File: config.mk
export PLATFORM = sky130hd
export DESIGN_NAME = input_conditioner
export DESIGN_NICKNAME = d
export VERILOG_FILES = /design/src/rtl/input_conditioner_pkg.sv /design/src/rtl/input_conditioner_debounce_channel.sv /design/src/rtl/input_conditioner.sv
export SDC_FILE = /design/constraint.sdc
export NUM_CORES = 1
export LEC_CHECK = 0
export ABC_AREA = 1
export CELL_PAD_IN_SITES_DETAIL_PLACEMENT = 1
export CELL_PAD_IN_SITES_GLOBAL_PLACEMENT = 1
export CORE_ASPECT_RATIO = 0.7
export CORE_UTILIZATION = 42
export CTS_CLUSTER_SIZE = 24
export DETAILED_ROUTE_END_ITERATION = 10
export GPL_TIMING_DRIVEN = 0
export PLACE_DENSITY = 0.87
export SETUP_SLACK_MARGIN = 0.3
export SLEW_MARGIN = 25
export SYNTH_ARGS = -nofsm -noshare
export SYNTH_HDL_FRONTEND = slang
export SYNTH_SLANG_ARGS = --single-unit
File: constraint.sdc
create_clock -name CLK -period 4.4 [get_ports CLK]
set_input_delay 1.1 -clock CLK [delete_from_list [all_inputs] [get_ports CLK]]
set_output_delay 1.1 -clock CLK [all_outputs]
set_load 0.02 [all_outputs]
File: src/rtl/input_conditioner_pkg.sv
// Shared constants for the board input conditioning front end.
// Channel indices map raw inputs onto the per-channel debounce vector.
package input_conditioner_pkg;

    localparam int DEBOUNCE_CYCLES_DEF = 500000;
    localparam int CNT_WIDTH_DEF       = 19;
    localparam int DEBOUNCE_CYCLES_SIM = 4;

    localparam int NUM_CH     = 5;
    localparam int CH_LEFT    = 0;
    localparam int CH_RIGHT   = 1;
    localparam int CH_RELEASE = 2;
    localparam int CH_PAUSE   = 3;
    localparam int CH_IGNORE  = 4;

endpackage

File: src/rtl/input_conditioner_debounce_channel.sv
// One input channel: two-flop synchroniser followed by a stability counter.
// RISE pulses for one cycle after the debounced level goes from 0 to 1.
module debounce_channel
    import input_conditioner_pkg::*;
#(
    parameter int DEBOUNCE_CYCLES = DEBOUNCE_CYCLES_DEF,
    parameter int CNT_WIDTH       = CNT_WIDTH_DEF
) (
    input  logic CLK,
    input  logic RESET,
    input  logic RAW,
    output logic LEVEL,
    output logic RISE
);

    localparam logic [CNT_WIDTH-1:0] LAST = CNT_WIDTH'(DEBOUNCE_CYCLES - 1);

    logic                 sync1_q;
    logic                 sync2_q;
    logic                 s_q;
    logic                 s_d;
    logic                 s_prev_q;
    logic [CNT_WIDTH-1:0] c_q;
    logic [CNT_WIDTH-1:0] c_d;

    always_comb begin
        s_d = s_q;
        c_d = '0;
        if (sync2_q != s_q) begin
            if (c_q == LAST) begin
                s_d = sync2_q;
            end else begin
                c_d = c_q + 1'b1;
            end
        end
    end

    always_ff @(posedge CLK or posedge RESET) begin
        if (RESET) begin
            sync1_q  <= 1'b0;
            sync2_q  <= 1'b0;
            s_q      <= 1'b0;
            s_prev_q <= 1'b0;
            c_q      <= '0;
        end else begin
            sync1_q  <= RAW;
            sync2_q  <= sync1_q;
            s_q      <= s_d;
            s_prev_q <= s_q;
            c_q      <= c_d;
        end
    end

    assign LEVEL = s_q;
    assign RISE  = s_q & ~s_prev_q;

endmodule

File: src/rtl/input_conditioner.sv
// Clean, synchronous button and switch levels for the game controller.
// Release is latched until an unpaused physics update consumes it.
module input_conditioner
    import input_conditioner_pkg::*;
#(
    parameter int DEBOUNCE_CYCLES = DEBOUNCE_CYCLES_DEF,
    parameter int CNT_WIDTH       = CNT_WIDTH_DEF
) (
    input  logic CLK,
    input  logic RESET,
    input  logic BTN_LEFT_RAW,
    input  logic BTN_RIGHT_RAW,
    input  logic BTN_RELEASE_RAW,
    input  logic SW_PAUSE_RAW,
    input  logic SW_IGNORE_DEATH_RAW,
    input  logic FRAME_RENDERED,
    output logic BTN_LEFT,
    output logic BTN_RIGHT,
    output logic BTN_RELEASE,
    output logic SW_PAUSE,
    output logic SW_IGNORE_DEATH
);

    logic [NUM_CH-1:0] raw;
    logic [NUM_CH-1:0] lvl;
    logic [NUM_CH-1:0] rise;
    logic              unused_rise;

    logic left_q;
    logic right_q;
    logic pause_q;
    logic ignore_q;
    logic pend_q;
    logic pend_d;

    assign raw[CH_LEFT]    = BTN_LEFT_RAW;
    assign raw[CH_RIGHT]   = BTN_RIGHT_RAW;
    assign raw[CH_RELEASE] = BTN_RELEASE_RAW;
    assign raw[CH_PAUSE]   = SW_PAUSE_RAW;
    assign raw[CH_IGNORE]  = SW_IGNORE_DEATH_RAW;

    for (genvar i = 0; i < NUM_CH; i++) begin : g_ch
        debounce_channel #(
            .DEBOUNCE_CYCLES(DEBOUNCE_CYCLES),
            .CNT_WIDTH      (CNT_WIDTH)
        ) u_deb (
            .CLK  (CLK),
            .RESET(RESET),
            .RAW  (raw[i]),
            .LEVEL(lvl[i]),
            .RISE (rise[i])
        );
    end

    assign unused_rise = ^{rise[CH_IGNORE], rise[CH_PAUSE],
                           rise[CH_RIGHT], rise[CH_LEFT]};

    // Set beats clear so a press landing on an update is never lost.
    always_comb begin
        pend_d = pend_q;
        if (FRAME_RENDERED && !pause_q) begin
            pend_d = 1'b0;
        end
        if (rise[CH_RELEASE]) begin
            pend_d = 1'b1;
        end
    end

    always_ff @(posedge CLK or posedge RESET) begin
        if (RESET) begin
            left_q   <= 1'b0;
            right_q  <= 1'b0;
            pause_q  <= 1'b0;
            ignore_q <= 1'b0;
            pend_q   <= 1'b0;
        end else begin
            left_q   <= lvl[CH_LEFT] & ~lvl[CH_RIGHT];
            right_q  <= lvl[CH_RIGHT] & ~lvl[CH_LEFT];
            pause_q  <= lvl[CH_PAUSE];
            ignore_q <= lvl[CH_IGNORE];
            pend_q   <= pend_d;
        end
    end

    assign BTN_LEFT        = left_q;
    assign BTN_RIGHT       = right_q;
    assign BTN_RELEASE     = pend_q;
    assign SW_PAUSE        = pause_q;
    assign SW_IGNORE_DEATH = ignore_q;

endmodule

==> flow_summary.ini, run 1 <==
[layout]
final_layout_size_suffix_gt1_share_pct = 10.02
final_util_pct = 51.23
fin_area_um2 = 7292
layout_commonest_cell = nor2_1
antenna_cells = 0
nets = 880
area.growth.synth_to_final_pct = 16.47
final_cell_mix = nor2_1 (232), nand2_1 (155), dfrtp_1 (116)

[worst_hold_path]
hold_path.class = reg2reg
hold_path_end = g_ch[2].u_deb.sync2_q
hold_depth = 0
holdCritStartpoint = g_ch[2].u_deb.sync1_q

[placement]
post-dp-hpwl_um = 12180
gp_congestion = 0.8227
place_area_um2 = 6703
port_buffers = 12

[synth]
synth.distinct_cells = 28
synthesis.area_um2 = 6261
syn_area_per_cell_um2 = 7.525
ys_warn_count = 0
synth_nets = 845
netlist_instances = 832
synth-seq-cells = 116
synth_seq_area_share_pct = 46.36

[setup_path]
timing.rr.end = g_ch[4].u_deb.c_q[5]
r2r-start = g_ch[4].u_deb.c_q[0]
start_kind = flop
crit_buf_inv = 1
slowest_delay_ns = 0.62
arrival_ns = 1.45
cp.required_ns = 3.30
cp_max_fo = 2
r2r_slack_ns = 2.71
end_kind = output pin
slowest_stage = clkdlybuf4s50_1
crit_path_cell_trace = clkdlybuf4s50_1
rr_worst_depth = 6
crit_family = buffers and inverters
critPathKind = reg2out

[sta]
setup_tns_ns = 0
grt_setup_unrepaired = false
slew_violations = 0
finalSetupViolations = 0
worst_pin_slew_ns = 0.6030
relSlewSlack_pct = 59.67
finalHoldViolCount = 0
finalClockSkew_ns = 0.01100
timing.final.crit_share_pct = 57.91
period_minus_slack_ns = 2.548
max_freq_ghz = 0.3924

[floorplan]
die_area_um2 = 15410
pin_count = 13
core_region_area_um2 = 14230
fp.dieW_um = 147.9
initial_core_util_pct = 43.99
chipHeight_um = 104.2
num_rows = 36

[global_route]
grt_max_degree = 29
track_usage_pct = 24.39
grt_pass1_vias = 5732
grt_pass1_wl_um = 29050
antenna_found_initial = 0
overflow = 0

[drt]
drc = 0
routedWlPerCell_um = 16.19
vias_per_cell = 5.102
num_vias = 5449
drtPass1Iterations = 5
wl_um = 17290
postRouteAntennaNets = 0
drt_iter0_drc = 312

[job]
cap_viol_max_count = 0

[power]
combPwrFrac_pct = 3.3
totalPowerFinal_mw = 2.580
swShare_pct = 21.76
p_sw_mw = 0.5614
p_per_area_nw_per_um2 = 353.8
clockPowerShare_pct = 54.2
internal_power_mw = 2.019
seqPwrFrac_pct = 42.5
p_leak_nw = 3.096
max-vdd-ir-drop_uv = 261.5

[clock_tree]
cts_buffers = 17
cts_buffer_depth = 2
postCtsSetupBuffers = 0
htree_levels = 4
cts_sinks = 116
cts_resized = 0
cts_tree = yes
hold_buffers = 0
cts_root_buf = clkbuf_16
path_clk_slew_ns = 0.06
worstSkewPairLatency_ns = 0.42

[run_status]
status = completed
sequential cells by signal, indices dropped and copies added, names as in the netlist:
name and count:
SW_PAUSE 1, g_ch.u_deb.LEVEL 5, BTN_LEFT 1, BTN_RIGHT 1
SW_IGNORE_DEATH 1, BTN_RELEASE 1, g_ch.u_deb.sync1_q 5, g_ch.u_deb.s_prev_q 1
g_ch.u_deb.sync2_q 5, g_ch.u_deb.c_q 95
synth_stat cells:
master | n | area (µm²)
a21oi_1 | 17 | 85.08
and2_0 | 1 | 6.260
and2_1 | 2 | 12.51
and3_1 | 2 | 12.51
buf_2 | 6 | 30.03
dfrtp_1 | 116 | 2903
ha_1 | 5 | 62.56
inv_1 | 92 | 345.3
inv_2 | 5 | 18.77
nand2_1 | 155 | 581.8
nand2_2 | 16 | 100.1
nand3_1 | 67 | 335.3
nand3_2 | 2 | 20.02
nand3b_1 | 3 | 22.52
nand4_1 | 8 | 50.05
nor2_1 | 232 | 870.8
nor2_2 | 15 | 93.84
nor2_4 | 6 | 67.56
nor3_1 | 3 | 15.01
nor3b_1 | 5 | 37.54
o21ai_0 | 15 | 75.07
o21ai_1 | 5 | 25.02
o21bai_1 | 4 | 30.03
o22ai_1 | 2 | 12.51
or2_0 | 1 | 6.260
xnor2_1 | 12 | 105.1
xor2_1 | 31 | 271.5
xor2_2 | 4 | 65.06
worst register-to-register path, cell delays in order (launching register included):
cell and delay, ns:
dfrtp_1 0.39, ha_1 0.21, nand3_1 0.18, nor2_1 0.14, nand3_1 0.27, nand2_1 0.29, nor2_1 0.10
power groups by stage:
stage,Combinational [mW],Clock [mW],Sequential (mW)
2_1_floorplan,0.0495,0,1.11
3_3_place_gp,0.0726,0,1.11
3_5_place_dp,0.0853,0,1.11
4_1_cts,0.0881,1.42,1.10
5_1_grt,0.0976,1.46,1.10
6_report,0.0856,1.40,1.10
worst max-delay path by stage:
stage	startpoint	to	slack, ns	cells past startpoint
global placement	RESET	g_ch[3].u_deb.c_q[12]	0.71	2
finish	SW_PAUSE	SW_PAUSE	1.85	1
global route	SW_PAUSE	SW_PAUSE	1.82	1
CTS	SW_PAUSE	SW_PAUSE	1.82	1
detailed placement	RESET	g_ch[0].u_deb.c_q[9]	2.05	5
floorplan	RESET	BTN_LEFT	1.89	1
cell families after synthesis:
| logic type | count (synthesis) | share of synthesized area [%] |
|---|---|---|
| adder cells (fa/ha/maj) | 5 | 0.9992 |
| buffers and inverters | 103 | 6.295 |
| AND/OR/NAND/NOR | 518 | 35.65 |
| XOR/XNOR | 47 | 7.054 |
| AO/OA/AOI/OAI | 43 | 3.637 |
| flip-flops | 116 | 46.36 |
metal layers:
metal  vias to the layer above  GRT usage [%]  wire (µm)
li1                       2635              -          -
met5                         -              0          0
met3                        33          4.912        624
met4                         0          11.05        448
met1                      2688          32.88       8118
met2                        93          37.84       8095
area by class of cell:
type	instances	area [µm²]
plain buffers	6	30.03
inverters	97	367.9
well taps	190	237.7
clock buffers	20	456.7
clock inverters	10	132.6
multi-input cells	613	2964
fillers	1793	6942
repair buffers	16	200.2
flip-flops and latches	116	2903
through the flow:
step	setup slack (ns)	std cells	hold WS [ns]
2_1_floorplan	1.887	832	0.3312
3_3_place_gp	0.7135	1034	0.3315
3_5_place_dp	2.046	1038	0.3365
4_1_cts	1.820	1068	0.3488
5_1_grt	1.816	1068	0.3505
6_report	1.852	1068	0.3464
(Power assumes the default switching activity.)
==> inputs of run 2 (changes only) <==
==> constraint.sdc (replaced) <==
create_clock -name CLK -period 2.19 [get_ports CLK]
set_input_delay 0.5475 -clock CLK [delete_from_list [all_inputs] [get_ports CLK]]
set_output_delay 0.5475 -clock CLK [all_outputs]
set_load 0.02 [all_outputs]
==> run 2 against run 1 <==
First-iteration DRC count is 3.8% higher. Core utilization hardly changed. Combinational power rose by 100%. Cell area about the same. Count of clock-buffer cells in the layout did not move. Clock power grew 100%. Non-clock buffer count stayed put. Die area stayed put. Global-route usage about the same. Wire length about the same. Critical path type unchanged.
==> flow_summary.ini, run 2 (same netlist as run 1, synthesis figures left out) <==
[global_route]
grt_max_degree = 29
use_met1_pct = 32.91
met2_usage_pct = 37.84
grt_pass1_wl_um = 29060
grt_pass1_vias = 5734
met3_usage_pct = 4.912
track_usage_pct = 24.40
busiest_layer = met2
overflow = 0
antenna_found_initial = 0

[placement]
post-dp-hpwl_um = 12180
gp_congestion = 0.8227
post-place-ws_ns = 0.3882
port_buffers = 12
placed_cells = 1038

[drt]
drtPass1Iterations = 6
num_vias = 5437
vias_per_cell = 5.091
wl_um = 17300
drt_iter0_drc = 324
routedWlPerCell_um = 16.19
postRouteAntennaNets = 0
drc = 0

[floorplan]
fp.dieW_um = 147.9
die_area_um2 = 15410
num_rows = 36
chipHeight_um = 104.2
initial_core_util_pct = 43.99
pin_count = 13
core_region_area_um2 = 14230

[power]
combPwrFrac_pct = 3.3
totalPowerFinal_mw = 5.185
clockPowerShare_pct = 54.2
max-vdd-ir-drop_uv = 528.5
internal_power_mw = 4.056
swShare_pct = 21.77
seqPwrFrac_pct = 42.5
p_sw_mw = 1.129
p_per_area_nw_per_um2 = 711.2
p_leak_nw = 3.135

[sta]
finalClockSkew_ns = 0.01161
whs_ns = 0.3464
setup_ws_ns = 0.4652
grt_setup_unrepaired = false
slew_violations = 0
max_freq_ghz = 0.5798
finalHoldViolCount = 0
worst_pin_slew_ns = 0.6106
timing.final.crit_share_pct = 78.76
period_minus_slack_ns = 1.725
relSlewSlack_pct = 59.15
finalSetupViolations = 0

[layout]
final_util_pct = 51.21
layout_commonest_cell = nor2_1
fin_cells = 1068
final_layout_size_suffix_gt1_share_pct = 10.02
largest_register_ffs = 95
top_register = g_ch.u_deb.c_q
nets = 880
area.growth.synth_to_final_pct = 16.43
final_cell_mix = nor2_1 (232), nand2_1 (155), dfrtp_1 (116)
antenna_cells = 0

[clock_tree]
htree_levels = 4
cts_sinks = 116
cts_buffer_depth = 2
path_clk_slew_ns = 0.06
cts_root_buf = clkbuf_16
cts_buffers = 17
worstSkewPairLatency_ns = 0.42
hold_buffers = 0
cts_tree = yes

[setup_path]
cp.required_ns = 1.64
arrival_ns = 1.18
slowest_stage = dfrtp_1
end_kind = output pin
crit_buf_inv = 1
cp_max_fo = 2
critPathKind = reg2out
slowest_delay_ns = 0.42
start_kind = flop
crit_path_cell_trace = dlygate4sd2_1
crit_family = flip-flops

[run_status]
status = completed

[job]
cap_viol_max_count = 0

[worst_hold_path]
hold_path.class = reg2reg
==> run 2: cell count changes in the layout (fill, tap and decap cells not counted) <==
cell / before / now
clkdlybuf4s50_1: 12 / 7
dlygate4sd2_1: 0 / 4
dlymetal6s2s_1: 0 / 1
==> run 2: worst paths after layout <==
check / depth (start not counted) / end / startpoint / slack [ns]
max in group asynchronous: 5 / g_ch[3].u_deb.c_q[16] / RESET / 0.86
hold reg to reg: 0 / g_ch[2].u_deb.sync2_q / g_ch[2].u_deb.sync1_q / 0.35
setup reg to reg: 6 / g_ch[4].u_deb.c_q[5] / g_ch[4].u_deb.c_q[0] / 0.50
hold / removal: 0 / g_ch[2].u_deb.sync2_q / g_ch[2].u_deb.sync1_q / 0.35
setup / recovery: 1 / SW_PAUSE / SW_PAUSE / 0.47
min in group asynchronous: 2 / g_ch[4].u_deb.c_q[8] / RESET / 0.44
==> run 2: per-stage QoR <==
| stage | setup TNS (ns) | area (µm²) |
|---|---|---|
| after floorplan | 0 | 6265 |
| after global routing | 0 | 7289 |
| final | 0 | 7289 |
| after detailed placement | 0 | 6703 |
| after global placement | -108.41 | 6623 |
| after CTS | 0 | 7287 |
==> run 2: layout make-up <==
type | instances | area, µm²
Sequential cell | 116 | 2903
Tap cell | 190 | 237.7
Multi-Input combinational cell | 613 | 2964
Fill cell | 1791 | 6944
Clock buffer | 20 | 456.7
Inverter | 97 | 367.9
Buffer | 6 | 30.03
Clock inverter | 10 | 132.6
Timing Repair Buffer | 16 | 197.7
==> run 2: power groups by stage <==
stage / sequential, mW / combinational, mW / clock (mW)
after floorplan: 2.23 / 0.0995 / 0
after global placement: 2.23 / 0.146 / 0
after detailed placement: 2.24 / 0.171 / 0
after CTS: 2.20 / 0.177 / 2.86
after global routing: 2.21 / 0.196 / 2.94
final: 2.20 / 0.172 / 2.81
==> run 2: per-layer routing <==
metal / up-vias / wire [µm] / part of all wire, %
met2: 90 / 8088 / 47
met1: 2683 / 8147 / 47
met4: 0 / 463 / 2.7
li1: 2632 / - / -
met3: 32 / 596 / 3.4
met5: - / 0 / 0
==> run 2: timing repair <==
item / CTS / global route
buffers inserted: 0 / 0
gates resized for setup: 4 / 1
setup endpoints to repair: 4 / 1
==> inputs of run 3 (changes only) <==
--- a/config.mk
+++ b/config.mk
@@ -9,11 +9,11 @@
 export CELL_PAD_IN_SITES_DETAIL_PLACEMENT = 1
 export CELL_PAD_IN_SITES_GLOBAL_PLACEMENT = 1
 export CORE_ASPECT_RATIO = 0.7
-export CORE_UTILIZATION = 42
+export CORE_UTILIZATION = 47
 export CTS_CLUSTER_SIZE = 24
 export DETAILED_ROUTE_END_ITERATION = 10
 export GPL_TIMING_DRIVEN = 0
-export PLACE_DENSITY = 0.87
+export PLACE_DENSITY = 0.91
 export SETUP_SLACK_MARGIN = 0.3
 export SLEW_MARGIN = 25
 export SYNTH_ARGS = -nofsm -noshare
==> constraint.sdc (replaced) <==
create_clock -name CLK -period 1.7 [get_ports CLK]
set_input_delay 0.425 -clock CLK [delete_from_list [all_inputs] [get_ports CLK]]
set_output_delay 0.425 -clock CLK [all_outputs]
set_load 0.02 [all_outputs]
==> run 3 against run 2 <==
The run now ends with negative setup slack left. Non-clock buffer count increased by 48. Combinational power is 97% higher. Worst hold slack barely moved. First-iteration DRC count rose to 2.7 times the previous value. Die area decreased by 10%. Cell area grew 16%. Cell count rose by 2.1%. Global-route usage grew 12 points. Wire length up 78%. Critical endpoint is now g_ch[1].u_deb.c_q[17]. Largest power group unchanged.
==> flow_summary.ini, run 3 (same netlist as run 1, synthesis figures left out) <==
[layout]
area.growth.synth_to_final_pct = 35.41
seqCellArea_um2 = 2962
nets = 928
final_cell_mix = nor2_1 (179), nand2_1 (135), inv_1 (85)
multi_input_comb_area_um2 = 3757
layout_commonest_cell = nor2_1
antenna_cells = 0
fin_cells = 1090
top_register = g_ch.u_deb.c_q
largest_register_ffs = 95
fin_area_um2 = 8478
n_fill_cell = 1485
final_layout_size_suffix_gt1_share_pct = 32.54

[setup_path]
start_kind = flop
cp.required_ns = 2.02
r2r_slack_ns = -0.09
arrival_ns = 2.11
rr_worst_depth = 7
r2r-start = g_ch[1].u_deb.c_q[16]
critPathLaunch = g_ch[1].u_deb.c_q[16]
critPathKind = reg2reg
end_kind = flop
timing.rr.end = g_ch[1].u_deb.c_q[17]
cp_max_fo = 4

[global_route]
grt_pass1_wl_um = 37670
antenna_found_initial = 0
track_usage_pct = 36.38
met2_usage_pct = 62.81
overflow = 0
grt_pass1_vias = 6691
use_met1_pct = 42.89
met3_usage_pct = 6.900
busiest_layer = met2
grt_max_degree = 31

[clock_tree]
path_clk_slew_ns = 0.06
worstSkewPairLatency_ns = 0.43
cts_buffers = 17
cts_sinks = 116
hold_buffers = 0
cts_tree = yes
cts_root_buf = clkbuf_16
htree_levels = 4
cts_buffer_depth = 2

[power]
max-vdd-ir-drop_uv = 742.0
p_per_area_nw_per_um2 = 829.3
p_leak_nw = 3.575

[drt]
drtPass1Iterations = 5
drc = 0
wl_um = 30870
postRouteAntennaNets = 0
vias_per_cell = 6.391
routedWlPerCell_um = 28.32
num_vias = 6966
drt_iter0_drc = 865

[placement]
port_buffers = 12
gp_congestion = 0.9260
placed_cells = 1010
post-dp-hpwl_um = 12260
place_area_um2 = 6675

[sta]
slew_violations = 0
finalHoldViolCount = 0
setup_ws_ns = -0.08907
relSlewSlack_pct = 68.18
period_minus_slack_ns = 1.789
timing.final.crit_share_pct = 105.2
finalClockSkew_ns = 0.01644
finalSetupViolations = 1
max_freq_ghz = 0.5590
grt_setup_unrepaired = true
worst_pin_slew_ns = 0.4762

[run_status]
violations = negative setup slack
status = finished with violations

[worst_hold_path]
hold_path.class = reg2reg
hold_path_end = g_ch[0].u_deb.sync2_q
hold_depth = 0
holdCritStartpoint = g_ch[0].u_deb.sync1_q

[floorplan]
chipHeight_um = 98.57
pin_count = 13
num_rows = 34
core_region_area_um2 = 12720
fp.dieW_um = 140.0
die_area_um2 = 13790
initial_core_util_pct = 49.22

[job]
cap_viol_max_count = 0
run 3: cell count changes in the layout (fill, tap and decap cells not counted), moves of 13 or more:
cell,change
nor2_4,+32
nand2_1,-20
nand3_1,-23
dfrtp_1,-47
dfrtp_2,+47
nor2_2,+21
nand3_2,+13
nand2_4,+20
nor2_1,-53
buf_4,+50
run 3: metrics by stage:
| step | util [%] | hold WS (ns) | setup WS (ns) | TNS (ns) | power [mW] |
|---|---|---|---|---|---|
| final | 66.65 | 0.3469 | -0.08907 | -0.08907 | 7.031 |
| after global routing | 66.65 | 0.3501 | -0.001984 | -0.001984 | 7.130 |
| after CTS | 59.84 | 0.3489 | 0.1760 | 0 | 6.818 |
| after detailed placement | 52.48 | 0.3386 | 0.06970 | 0 | 3.104 |
| after global placement | 51.79 | 0.3332 | -1.249 | -144.11 | 3.062 |
| after floorplan | - | 0.3312 | -0.1384 | -16.05 | 3.003 |
run 3: routing by layer:
metal  part of all wire, %  wire [µm]
met1                    36      11210
met2                    47      14470
met3                   9.4       2893
met4                   7.4       2297
met5                     0          0
run 3: power by group:
part           total (mW)  internal, mW  switching [mW]
combinational       0.339         0.128           0.210
sequential           2.87          2.81          0.0689
clock                3.82          2.34            1.48
run 3: cell type report:
type,instances,share of cell area [%]
well taps,162,2.391
inverters,97,4.339
clock inverters,9,1.520
clock buffers,23,5.401
flip-flops and latches,116,34.93
plain buffers,6,0.4723
multi-input cells,613,44.32
repair buffers,64,6.626
run 3: critical path: stages, from the launching register on:
cell and delay [ns]:
dfrtp_1 0.51, nand2_1 0.11, nor2_1 0.29, nand2_1 0.18
nor2_1 0.28, nand3_1 0.14, nand2_1 0.12, nor2_1 0.05
run 3: repair_timing:
action                     in CTS  in global routing
setup endpoints to repair      74                 91
gates resized for setup        94                177
setup buffers                   8                 40
pin swaps                      24                 45
cloned                          0                  0
run 3: worst max-delay path by stage:
stage	end	slack, ns	cells after the start
after floorplan	BTN_LEFT	-0.14	1
after global placement	g_ch[0].u_deb.LEVEL	-1.25	2
after detailed placement	g_ch[0].u_deb.c_q[18]	0.07	8
after CTS	SW_PAUSE	0.18	1
after global routing	g_ch[1].u_deb.c_q[17]	-0.002	8
final	g_ch[1].u_deb.c_q[17]	-0.09	7
